--- config.mk ---
export PLATFORM = sky130hd
export DESIGN_NAME = mips_multicycle_ctrl
export DESIGN_NICKNAME = d
export VERILOG_FILES = /design/src/rtl/mips_ctrl_pkg.sv /design/src/rtl/mips_alu_dec.sv /design/src/rtl/mips_multicycle_ctrl.sv
export SDC_FILE = /design/constraint.sdc
export NUM_CORES = 1
export LEC_CHECK = 0
export ABC_AREA = 0
export CORE_MARGIN = 2
export CORE_UTILIZATION = 35
export DETAILED_ROUTE_END_ITERATION = 16
export PLACE_DENSITY = 0.79
export RECOVER_POWER = 25
export SYNTH_ARGS = -nofsm -noshare
export SYNTH_HDL_FRONTEND = slang
export SYNTH_HIERARCHICAL = 1
export SYNTH_SLANG_ARGS = --single-unit
--- constraint.sdc ---
create_clock -name clk -period 3.3 [get_ports clk]
set_input_delay 0.495 -clock clk [delete_from_list [all_inputs] [get_ports clk]]
set_output_delay 0.495 -clock clk [all_outputs]
set_load 0.02 [all_outputs]
--- src/rtl/mips_ctrl_pkg.sv ---
// Shared encodings for the multicycle MIPS controller: state codes, opcode/funct
// values, ALU operations and datapath mux select encodings.
package mips_ctrl_pkg;

  typedef enum logic [3:0] {
    FETCH    = 4'd0,
    DECODE   = 4'd1,
    MEMADR   = 4'd2,
    MEMREAD  = 4'd3,
    MEMWB    = 4'd4,
    MEMWRITE = 4'd5,
    EXECUTE  = 4'd6,
    ALUWB    = 4'd7,
    BRANCH   = 4'd8,
    ADDIEX   = 4'd9,
    ADDIWB   = 4'd10,
    JUMP     = 4'd11
  } state_t;

  localparam logic [5:0] OP_RTYPE = 6'b000000;
  localparam logic [5:0] OP_LW    = 6'b100011;
  localparam logic [5:0] OP_SW    = 6'b101011;
  localparam logic [5:0] OP_BEQ   = 6'b000100;
  localparam logic [5:0] OP_ADDI  = 6'b001000;
  localparam logic [5:0] OP_J     = 6'b000010;

  localparam logic [5:0] F_ADD = 6'b100000;
  localparam logic [5:0] F_SUB = 6'b100010;

  localparam logic [2:0] ALU_ADD = 3'b010;
  localparam logic [2:0] ALU_SUB = 3'b110;

  localparam logic [1:0] ALUOP_ADD   = 2'b00;
  localparam logic [1:0] ALUOP_SUB   = 2'b01;
  localparam logic [1:0] ALUOP_FUNCT = 2'b10;

  localparam logic [1:0] SRCB_B      = 2'b00;
  localparam logic [1:0] SRCB_FOUR   = 2'b01;
  localparam logic [1:0] SRCB_IMM    = 2'b10;
  localparam logic [1:0] SRCB_IMM_SH = 2'b11;

  localparam logic [1:0] PC_ALU    = 2'b00;
  localparam logic [1:0] PC_ALUOUT = 2'b01;
  localparam logic [1:0] PC_JUMP   = 2'b10;

endpackage

--- src/rtl/mips_alu_dec.sv ---
// ALU decoder: turns the FSM's coarse ALUOp (add / sub / use funct) into the
// 3-bit ALUControl seen by the shared ALU.
module mips_alu_dec
  import mips_ctrl_pkg::*;
#(
  parameter int FUNCT_W   = 6,
  parameter int ALUCTRL_W = 3
) (
  input  logic [1:0]           i_alu_op,
  input  logic [FUNCT_W-1:0]   i_funct,
  output logic [ALUCTRL_W-1:0] o_alu_ctrl
);

  // only add and sub exist; anything unexpected falls back to add
  always_comb begin
    o_alu_ctrl = ALUCTRL_W'(ALU_ADD);
    case (i_alu_op)
      ALUOP_ADD: o_alu_ctrl = ALUCTRL_W'(ALU_ADD);
      ALUOP_SUB: o_alu_ctrl = ALUCTRL_W'(ALU_SUB);
      ALUOP_FUNCT: begin
        if (i_funct == F_SUB) o_alu_ctrl = ALUCTRL_W'(ALU_SUB);
        else                  o_alu_ctrl = ALUCTRL_W'(ALU_ADD);
      end
      default: o_alu_ctrl = ALUCTRL_W'(ALU_ADD);
    endcase
  end

endmodule

--- src/rtl/mips_multicycle_ctrl.sv ---
// Moore main controller for the multicycle MIPS datapath: one state register,
// combinational next-state and control outputs, write enables gated by reset.
module mips_multicycle_ctrl
  import mips_ctrl_pkg::*;
#(
  parameter int OP_W      = 6,
  parameter int FUNCT_W   = 6,
  parameter int ALUCTRL_W = 3
) (
  input  logic                 clk,
  input  logic                 rst_n,
  input  logic [OP_W-1:0]      Op,
  input  logic [FUNCT_W-1:0]   Funct,
  input  logic                 Zero,
  input  logic                 mem_ready,
  output logic                 IorD,
  output logic                 MemWrite,
  output logic                 IRWrite,
  output logic                 RegDst,
  output logic                 MemtoReg,
  output logic                 RegWrite,
  output logic                 ALUSrcA,
  output logic [1:0]           ALUSrcB,
  output logic [ALUCTRL_W-1:0] ALUControl,
  output logic [1:0]           PCSrc,
  output logic                 PCEn,
  output logic                 illegal_instr,
  output logic [3:0]           state_dbg
);

  logic [3:0] r_state;
  logic [3:0] w_next;
  logic [1:0] w_alu_op;
  logic       w_pcwrite;
  logic       w_branch;
  logic       w_irwrite;
  logic       w_memwrite;
  logic       w_regwrite;
  logic       w_illegal;

  mips_alu_dec #(
    .FUNCT_W  (FUNCT_W),
    .ALUCTRL_W(ALUCTRL_W)
  ) u_alu_dec (
    .i_alu_op  (w_alu_op),
    .i_funct   (Funct),
    .o_alu_ctrl(ALUControl)
  );

  always_ff @(posedge clk or negedge rst_n) begin
    if (!rst_n) r_state <= FETCH;
    else        r_state <= w_next;
  end

  always_comb begin
    w_next     = FETCH;
    w_alu_op   = ALUOP_ADD;
    w_pcwrite  = 1'b0;
    w_branch   = 1'b0;
    w_irwrite  = 1'b0;
    w_memwrite = 1'b0;
    w_regwrite = 1'b0;
    w_illegal  = 1'b0;
    IorD       = 1'b0;
    RegDst     = 1'b0;
    MemtoReg   = 1'b0;
    ALUSrcA    = 1'b0;
    ALUSrcB    = SRCB_B;
    PCSrc      = PC_ALU;
    case (r_state)
      FETCH: begin
        ALUSrcB = SRCB_FOUR;
        if (mem_ready) begin
          w_irwrite = 1'b1;
          w_pcwrite = 1'b1;
          w_next    = DECODE;
        end else begin
          w_next = FETCH;
        end
      end
      DECODE: begin
        // branch target is formed here so BRANCH only has to compare
        ALUSrcB = SRCB_IMM_SH;
        case (Op)
          OP_LW, OP_SW: w_next = MEMADR;
          OP_RTYPE: begin
            if (Funct == F_ADD || Funct == F_SUB) begin
              w_next = EXECUTE;
            end else begin
              w_next    = FETCH;
              w_illegal = 1'b1;
            end
          end
          OP_BEQ:  w_next = BRANCH;
          OP_ADDI: w_next = ADDIEX;
          OP_J:    w_next = JUMP;
          default: begin
            w_next    = FETCH;
            w_illegal = 1'b1;
          end
        endcase
      end
      MEMADR: begin
        ALUSrcA = 1'b1;
        ALUSrcB = SRCB_IMM;
        if (Op == OP_SW) w_next = MEMWRITE;
        else             w_next = MEMREAD;
      end
      MEMREAD: begin
        IorD   = 1'b1;
        w_next = mem_ready ? MEMWB : MEMREAD;
      end
      MEMWB: begin
        MemtoReg   = 1'b1;
        w_regwrite = 1'b1;
        w_next     = FETCH;
      end
      MEMWRITE: begin
        IorD       = 1'b1;
        w_memwrite = 1'b1;
        w_next     = mem_ready ? FETCH : MEMWRITE;
      end
      EXECUTE: begin
        ALUSrcA  = 1'b1;
        w_alu_op = ALUOP_FUNCT;
        w_next   = ALUWB;
      end
      ALUWB: begin
        RegDst     = 1'b1;
        w_regwrite = 1'b1;
        w_next     = FETCH;
      end
      BRANCH: begin
        ALUSrcA  = 1'b1;
        w_alu_op = ALUOP_SUB;
        PCSrc    = PC_ALUOUT;
        w_branch = 1'b1;
        w_next   = FETCH;
      end
      ADDIEX: begin
        ALUSrcA = 1'b1;
        ALUSrcB = SRCB_IMM;
        w_next  = ADDIWB;
      end
      ADDIWB: begin
        w_regwrite = 1'b1;
        w_next     = FETCH;
      end
      JUMP: begin
        PCSrc     = PC_JUMP;
        w_pcwrite = 1'b1;
        w_next    = FETCH;
      end
      default: w_next = FETCH;
    endcase
  end

  // reset kills every enable combinationally so an aborted instruction writes nothing
  assign MemWrite      = w_memwrite & rst_n;
  assign IRWrite       = w_irwrite & rst_n;
  assign RegWrite      = w_regwrite & rst_n;
  assign PCEn          = (w_pcwrite | (w_branch & Zero)) & rst_n;
  assign illegal_instr = w_illegal & rst_n;
  assign state_dbg     = r_state;

endmodule

Word level (Yosys, flattened, before mapping)
Index checks and enable logic that the tools add are counted.

Flip-flop bits (word level): 4. Input bits: 16.

Eq/ne operators: 20. Muxes and demuxes: 25. Bitwise gates (word level): 7. Reductions and logical operators: 9.

Operator list (number): one-hot mux 4 bit (7 select lines) (1); equality test 6 bit, second input constant (4); one-hot mux 4 bit (5 select lines) (1); equality test 4 x 3 -> 1 bit, second input constant (4); equality test 4 bit, second input constant (4); two-way mux 3 bit (5); two-way mux 1 bit (12); equality test 4 x 2 -> 1 bit, second input constant (2); one-hot mux 2 bit (2 select lines) (2); bitwise AND 1 bit (6); equality test 6 x 2 -> 1 bit, second input constant (1); equality test 6 x 3 -> 1 bit, second input constant (1); equality test 6 x 4 -> 1 bit, second input constant (1); logical NOT 6 bit (1); one-hot mux 2 bit (3 select lines) (1); one-hot mux 3 bit (2 select lines) (1); OR reduction 2 bit (3); OR reduction 5 bit (1); equality test 4 x 1 -> 1 bit, second input constant (1); logical NOT 4 bit (1); one-hot mux 1 bit (2 select lines) (2); OR reduction 4 bit (1); OR reduction 3 bit (1); equality test 2 x 1 -> 1 bit, second input constant (1); 3 further kinds (3).

Depth between registers and ports, before layout
Gate-level depths: netlist (run 1).

Depth in word-level cells: 6. Gate-level depth with buffers: 7.

By module
The synthesis (run 1) kept the hierarchy.

By module, submodules not included: mips_multicycle_ctrl (instances 1, cells each 80, area each 559.3 um^2); mips_alu_dec (instances 1, cells each 12, area each 91.3 um^2).

Worst setup path before layout (run 1)
OpenSTA, ideal clock, no wires.

Kind: reg2out. Start: register r_state[1] (netlist: state_dbg[1]). End: output port ALUControl[2]. Arrival time: 2.441 ns. Data required time: 2.805 ns. Setup slack: 0.364 ns. Stages on the path, launching flop included: 8. Path buffers: 2. Cell sequence: dfrtp_1 > clkbuf_1 > clkbuf_1 > nor3_1 > inv_1 > ha_1 > or4b_1 > o41ai_2.

Word-level cells in the longest chain between the ends: 4.

RTL lines: start, declared (line mips_multicycle_ctrl.sv:31) `logic [3:0] r_state;`; start signal, assigned (line mips_multicycle_ctrl.sv:52) `else r_state <= w_next;`; equality test 4 bit or equality test 4 x 3 -> 1 bit (tied branches) (line mips_multicycle_ctrl.sv:70) `case (r_state)`; one-hot mux 2 bit (2 select lines) * (line mips_multicycle_ctrl.sv:70); net w_alu_op[0] (line mips_multicycle_ctrl.sv:33) `logic [1:0] w_alu_op;`; equality test 2 bit or equality test 2 x 1 -> 1 bit (tied branches) (line mips_alu_dec.sv:17) `case (i_alu_op)`; one-hot mux 3 bit (2 select lines) * (line mips_alu_dec.sv:17); end, declared (line mips_multicycle_ctrl.sv:24) `output logic [ALUCTRL_W-1:0] ALUControl,`.

Mark *: on every way through the listed nets, which the timed path passes. The rest lies on a longest branch.

Worst setup path in the final report (run 1)
Start: input port Op[1]. End: output port illegal_instr.

Word-level cells in the longest chain between the ends: 5.

RTL lines: start, declared (line mips_multicycle_ctrl.sv:12) `input logic [OP_W-1:0] Op,`; equality test 6 bit, or another cell as far along (line mips_multicycle_ctrl.sv:84) `case (Op)`; OR reduction 5 bit (no source line); one-hot mux 1 bit (2 select lines) * (line mips_multicycle_ctrl.sv:84); two-way mux 1 bit * (line mips_multicycle_ctrl.sv:70); bitwise AND 1 bit * (line mips_multicycle_ctrl.sv:163) `assign illegal_instr = w_illegal & rst_n;`; end, declared (line mips_multicycle_ctrl.sv:27) `output logic illegal_instr,`.

Mark *: on every way between the ends. The rest lies on a longest branch, timed or not.

==> impl_results.md, run 1 <==
- Syn_nets: 110
- DIE AREA: roughly 2200 um^2
- # diodes: 0
- Number of synthesized flops with an enable pin: 0
- Post-layout minimum cycle time: 2.931 ns
- CP max FO: 7
- Core area: 1745 um^2
- Peak VDD IR: roughly 250 uV
- Final nets: ~140
- Area growth, synth to finish: 57.89%
- Layout cells sized above 1: 12.10%
- Clock root buffer: clkbuf_4
- Final Max Slew Viols: 0
- M3 GR Usage: between 4 and 5%
- CP Cell Sequence: dlygate4sd3_1 -> xor2_1 -> o21ai_0 -> nor3_1 -> nor4_1 -> clkdlybuf4s50_1
- Clk_lat worst skew: 0.23 ns
- Synthesized area: about 650 um^2
- Arrival @ worst endpoint: ~2.4 ns
- CTS Sinks: 4
- Worst setup slack after layout: approximately 0.37 ns
- Clk buf depth: 2
- Yosys top cell by area: dfrtp_1
- Routed WL per cell: 12.08 um
- DR iter-0 viols: 4
- WS Path Type: in -> out
- Worst hold path type: in -> async
- Number of detailed-route iterations in the first pass: 4
- Most common cell after layout, fill and taps aside: clkdlybuf4s50_1
- Drc violations: 0
- Clk slew on worst S/H paths: around 0.04 ns
- Cells on worst reg2reg path: 5
- Total wire length: 1800 um
- Setup-failing EPs final: 0
- Unrepaired setup endpoints after global routing: no
- Worst endpoint required time: 2.80 ns
- Initial antenna violation count: 0
- Met1 global-route usage: 23.33%
- Starting density of the core: 37.28%
- Clock buffer count from CTS: 3
- # hold bufs at CTS: 0
- Worst R2R Start: state_dbg[1]
- First-pass GRT wire length: about 2800 um
- Grt ovf: 0
- Vias: a little under 800
- # port buffers: 33
- Vias in the first global route: between 600 and 700
- Post-synthesis async set-or-reset flop share: 100.0%
- Slowest cell delay on critical path: 0.65 ns
- ANT nets after route: 0
- Most frequent cells in the layout: clkdlybuf4s50_1 (29), nor3_1 (9), nor2_1 (9)
- Met2 Use GR: a little under a third
- Cells after DPL: 146
- Power Total: between 500 and 600 uW
- Hpwl dp: ~1500 um
- Final worst-path cycle share: between 80 and 90%
- Yosys cell types: 37
- Worst R2R End: state_dbg[2]
- DP Worst Slack: 0.3164 ns
- Final Core Density: roughly three fifths
- H-Tree Depth: 1
- Pwr Density: 546.5 nW/um^2
- Slowest CP cell: dlygate4sd3_1
- Routed vias/inst: a little over 5
- GRT Resource Usage Total: approximately 18%
- CP endpoint kind: primary output
- Final Hold Viols: 0
- GP Congestion: 0.8448
- FF-to-FF setup slack: about 1.8 ns
- Gate Count Post-Synth: 92
- Post-route insts no fill: around 150
- Pleak: between 0.0003 and 0.0004 uW
- I/O pin count: 36
- Most area-consuming cells after synthesis: dfrtp_1 (15%), nor3_1 (6.9%), nand2b_1 (5.8%)
- Die height: between 40 and 50 um
- Yosys top cell area share: between 10% and 20%
- CP startpoint: Op[1]
- Pin count of the biggest net entering global routing: 15
- Setup TNS: 0 ns
- Max reg flops: 4
- Max Clock Skew: just over 0.0004 ns
- Top_reg_cell synth: dfrtp_1
- Startpoint Class: input port
- Syn Area/Cell: 7.072 um^2
- # rows: 15
- Setup crit end: illegal_instr
- Fmax: 341.2 MHz
- Max cap viols: 0
- Yosys reg bits: 4
- Post-synthesis sequential area ratio: between 10% and 20%
- Chip width: around 47 um
- Yosys warning total: 6
- Most Crowded Layer GR: met2
- Outcome: finished clean
- CTS tree: built
==> worst min-delay path by stage <==
stage                      start           end  cells after the start
floorplan                  rst_n  state_dbg[0]                      0
global route               rst_n  state_dbg[2]                      1
finish                     rst_n  state_dbg[3]                      1
CTS                        rst_n  state_dbg[3]                      1
detailed placement  state_dbg[3]  state_dbg[0]                      2
global placement    state_dbg[3]  state_dbg[0]                      2
==> worst max-delay path, delay by kind of cell <==
family	cells	cell delay (ns)
xor+xnor	1	0.19
buf+inv	2	1.30
simple gates	2	0.32
compound gates	1	0.14
==> metrics by stage <==
stage               hold WS, ns  area [um^2]
floorplan                0.1994        650.6
global placement         0.6528         1002
detailed placement       0.6474         1002
CTS                      0.5423         1025
global route             0.6171         1027
finish                   0.6116         1027
==> report_power, final <==
part | switching [uW] | internal [uW]
Sequential | 13.7 | 64.0
Clock | 18.4 | 40.6
Combinational | 232 | 193
==> Yosys cell counts (all sizes together), types with 3 or more instances <==
master  count
nand3       5
nand2       3
or2         3
nor2        9
mux2i       3
nand2b      6
buf         6
o21ai       5
dfrtp       4
clkbuf      3
nor3        9
inv         4
==> routing by layer <==
layer | vias up | part of all wire (%)
li1 | 394 | -
met1 | 346 | 48
met2 | 31 | 47
met3 | 0 | 5.9
met4 | 0 | 0
met5 | - | 0
==> cell type report <==
cell class              instances  area (um^2)
clock buffers                   3        22.52
fillers                       180        718.2
inverters                       4        15.01
multi-input cells              75        488.0
flip-flops and latches          4        100.1
well taps                      25        31.28
repair buffers                 38        370.4
==> timing repair <==
item,4_1_cts,5_1_grt
setup buffers,0,0
resized for setup,0,1
setup endpoints to repair,0,1
==> cell families after synthesis <==
| logic type | share of synthesized area (%) |
|---|---|
| other | 1.154 |
| buffers and inverters | 9.614 |
| xor gates and xnor gates | 4.039 |
| DFF | 15.39 |
| muxes | 4.616 |
| and+or+nand+nor | 40.58 |
| AOI/OAI and AO/OA | 20.77 |
| adders and majority gates | 3.846 |
Note: power is estimated with default switching activity, not from simulation.
==> run 2, diff against run 1 <==
--- a/config.mk
+++ b/config.mk
@@ -10,7 +10,6 @@
 export CORE_UTILIZATION = 35
 export DETAILED_ROUTE_END_ITERATION = 16
 export PLACE_DENSITY = 0.79
-export RECOVER_POWER = 25
 export SYNTH_ARGS = -nofsm -noshare
 export SYNTH_HDL_FRONTEND = slang
 export SYNTH_HIERARCHICAL = 1
==> impl_results.md, run 2 (same netlist as run 1, synthesis figures left out) <==
- Startpoint Class: input port
- Worst hold margin: 0.5411 ns (-0.07042 ns)
- Vias: 771 (unchanged)
- CP startpoint: Op[1]
- DIE AREA: 2220 um^2 (unchanged)
- H-Tree Depth: 1 (unchanged)
- WS Path Type: in -> out
- Post-layout minimum cycle time: 2.840 ns (-0.09085 ns)
- Unrepaired setup endpoints after global routing: no
- Starting density of the core: 37.28% (unchanged)
- Setup-failing EPs final: 0 (unchanged)
- Fill count: 180 (unchanged)
- Clk_lat worst skew: 0.23 ns (about the same)
- Max cap viols: 0 (unchanged)
- Area growth, synth to finish: 57.89% (unchanged)
- CTS Sinks: 4 (unchanged)
- Final worst-path cycle share: 86.06% (-2.8 points)
- Pwr Density: 549.2 nW/um^2 (+0.50%)
- Fmax: 352.1 MHz (+3.2%)
- Arrival @ worst endpoint: 2.35 ns (-0.09 ns)
- # rows: 15 (unchanged)
- Layout cells sized above 1: 12.10% (unchanged)
- I/O pin count: 36 (unchanged)
- Chip width: 47.12 um (unchanged)
- # diodes: 0 (unchanged)
- Worst hold path type: in -> async
- Outcome: finished clean
- Clk pwr share: 10.5% (about the same)
- DR iter-0 viols: 4 (unchanged)
- Vias in the first global route: 669 (unchanged)
- # port buffers: 33 (unchanged)
- Worst endpoint required time: 2.80 ns (about the same)
- Setup crit end: illegal_instr
- Clock buffer count from CTS: 3 (unchanged)
- CP endpoint kind: primary output
- Combinational Power Share: 75.7% (about the same)
- ANT nets after route: 0 (unchanged)
- Core area: 1745 um^2 (unchanged)
- Worst R2R Start: state_dbg[1]
- Grt ovf: 0 (unchanged)
- Routed vias/inst: 5.174 (unchanged)
- Most frequent cells in the layout: clkdlybuf4s50_1 (32), nor3_1 (9), nor2_1 (9)
- Clock root buffer: clkbuf_4
- GRT Resource Usage Total: 17.53% (unchanged)
- Setup TNS: 0 ns (unchanged)
- GP Congestion: 0.8448 (unchanged)
- Final Hold Viols: 0 (unchanged)
- Die height: 47.12 um (unchanged)
- Clk slew on worst S/H paths: 0.04 ns (about the same)
- Final nets: 144 (unchanged)
- Pleak: 0.0003914 uW (-0.88%)
- Max Clock Skew: 0.0004108 ns (unchanged)
- Peak VDD IR: 247.9 uV (about the same)
- Reg power frac: 13.8% (about the same)
- Max reg flops: 4 (unchanged)
- CTS tree: built
- Pin count of the biggest net entering global routing: 15 (unchanged)
- # hold bufs at CTS: 0 (unchanged)
- Number of detailed-route iterations in the first pass: 4 (unchanged)
- Drc violations: 0 (unchanged)
- NetSw: 264.0 uW (about the same)
- Initial antenna violation count: 0 (unchanged)
- First-pass GRT wire length: 2842 um (unchanged)
- Most common cell after layout, fill and taps aside: clkdlybuf4s50_1
- Clk buf depth: 2 (unchanged)
- Net Sw Frac: 46.79% (-0.19 points)
- FF-to-FF setup slack: 1.80 ns (about the same)
- Final Max Slew Viols: 0 (unchanged)
- Cells on worst reg2reg path: 5 (unchanged)
- Hpwl dp: 1475 um (unchanged)
- CP max FO: 7 (unchanged)
- Routed WL per cell: 12.09 um (about the same)
- P_int: 300.2 uW (+0.85%)
- Total wire length: 1801 um (about the same)
- Worst R2R End: state_dbg[2]
## run 2: changes by cell type in the layout (fill, tap and decap cells not counted), sizes merged
cell | previous run | this run
clkdlybuf4s50 | 29 | 32
dlygate4sd3 | 3 | 0
## run 2: layer usage
layer / vias up / wire [um] / global-route usage, %
met5: - / 0 / 0
met2: 31 / 837 / 30.41
met4: 0 / 0 / 0
met3: 0 / 106 / 4.615
li1: 394 / - / -
met1: 346 / 857 / 23.33
## run 2: repair_timing
action	CTS	global route
setup buffers	0	0
resized for setup	0	1
endpoints found under the setup margin	0	1
## run 2: layout make-up
| cell class | count | area (um^2) | share of cell area, % |
|---|---|---|---|
| clock buffers | 3 | 22.52 | 2.192 |
| inverters | 4 | 15.01 | 1.462 |
| well taps | 25 | 31.28 | 3.045 |
| multi-input cells | 75 | 488.0 | 47.50 |
| flip-flops and latches | 4 | 100.1 | 9.744 |
| repair buffers | 38 | 370.4 | 36.05 |
## run 2: how the worst min path moves through the flow
stage	startpoint	end	slack, ns
2_1_floorplan	rst_n	state_dbg[0]	0.20
3_3_place_gp	state_dbg[3]	state_dbg[0]	0.65
3_5_place_dp	state_dbg[3]	state_dbg[0]	0.65
4_1_cts	rst_n	state_dbg[3]	0.54
5_1_grt	rst_n	state_dbg[2]	0.55
6_report	rst_n	state_dbg[3]	0.54
## run 2: power groups by stage
stage                     registers [uW]  clock network (uW)  logic (uW)
after floorplan                     92.6                   0         233
after global placement              77.8                   0         422
after detailed placement            77.8                   0         426
after CTS                           77.5                63.3         428
after global routing                81.0                67.3         462
final                               77.9                59.0         427
## run 2: critical path, cell delays in order
cell and delay [ns]:
clkdlybuf4s50_1 0.54, xor2_1 0.21, o21ai_0 0.14, nor3_1 0.09, nor4_1 0.23, clkdlybuf4s50_1 0.65
## run 2: through the flow
| step | instances | utilization, % | setup slack [ns] | cell area [um^2] | total power (uW) |
|---|---|---|---|---|---|
| after floorplan | 92 | - | 0.3639 | 650.6 | 325.4 |
| after global placement | 146 | 57.42 | 0.3828 | 1002 | 499.9 |
| after detailed placement | 146 | 57.42 | 0.3164 | 1002 | 503.4 |
| after CTS | 149 | 58.71 | 0.06256 | 1025 | 568.9 |
| after global routing | 149 | 58.85 | 0.3103 | 1027 | 610.5 |
| final | 149 | 58.85 | 0.4599 | 1027 | 564.1 |
==> run 3, diff against run 2 <==
--- a/config.mk
+++ b/config.mk
@@ -8,6 +8,7 @@
 export ABC_AREA = 0
 export CORE_MARGIN = 2
 export CORE_UTILIZATION = 35
+export CTS_CLUSTER_SIZE = 14
 export DETAILED_ROUTE_END_ITERATION = 16
 export PLACE_DENSITY = 0.79
 export SYNTH_ARGS = -nofsm -noshare
==> results of run 3 <==
No change in the layout: final DEF, timing and power equal those of run 2.
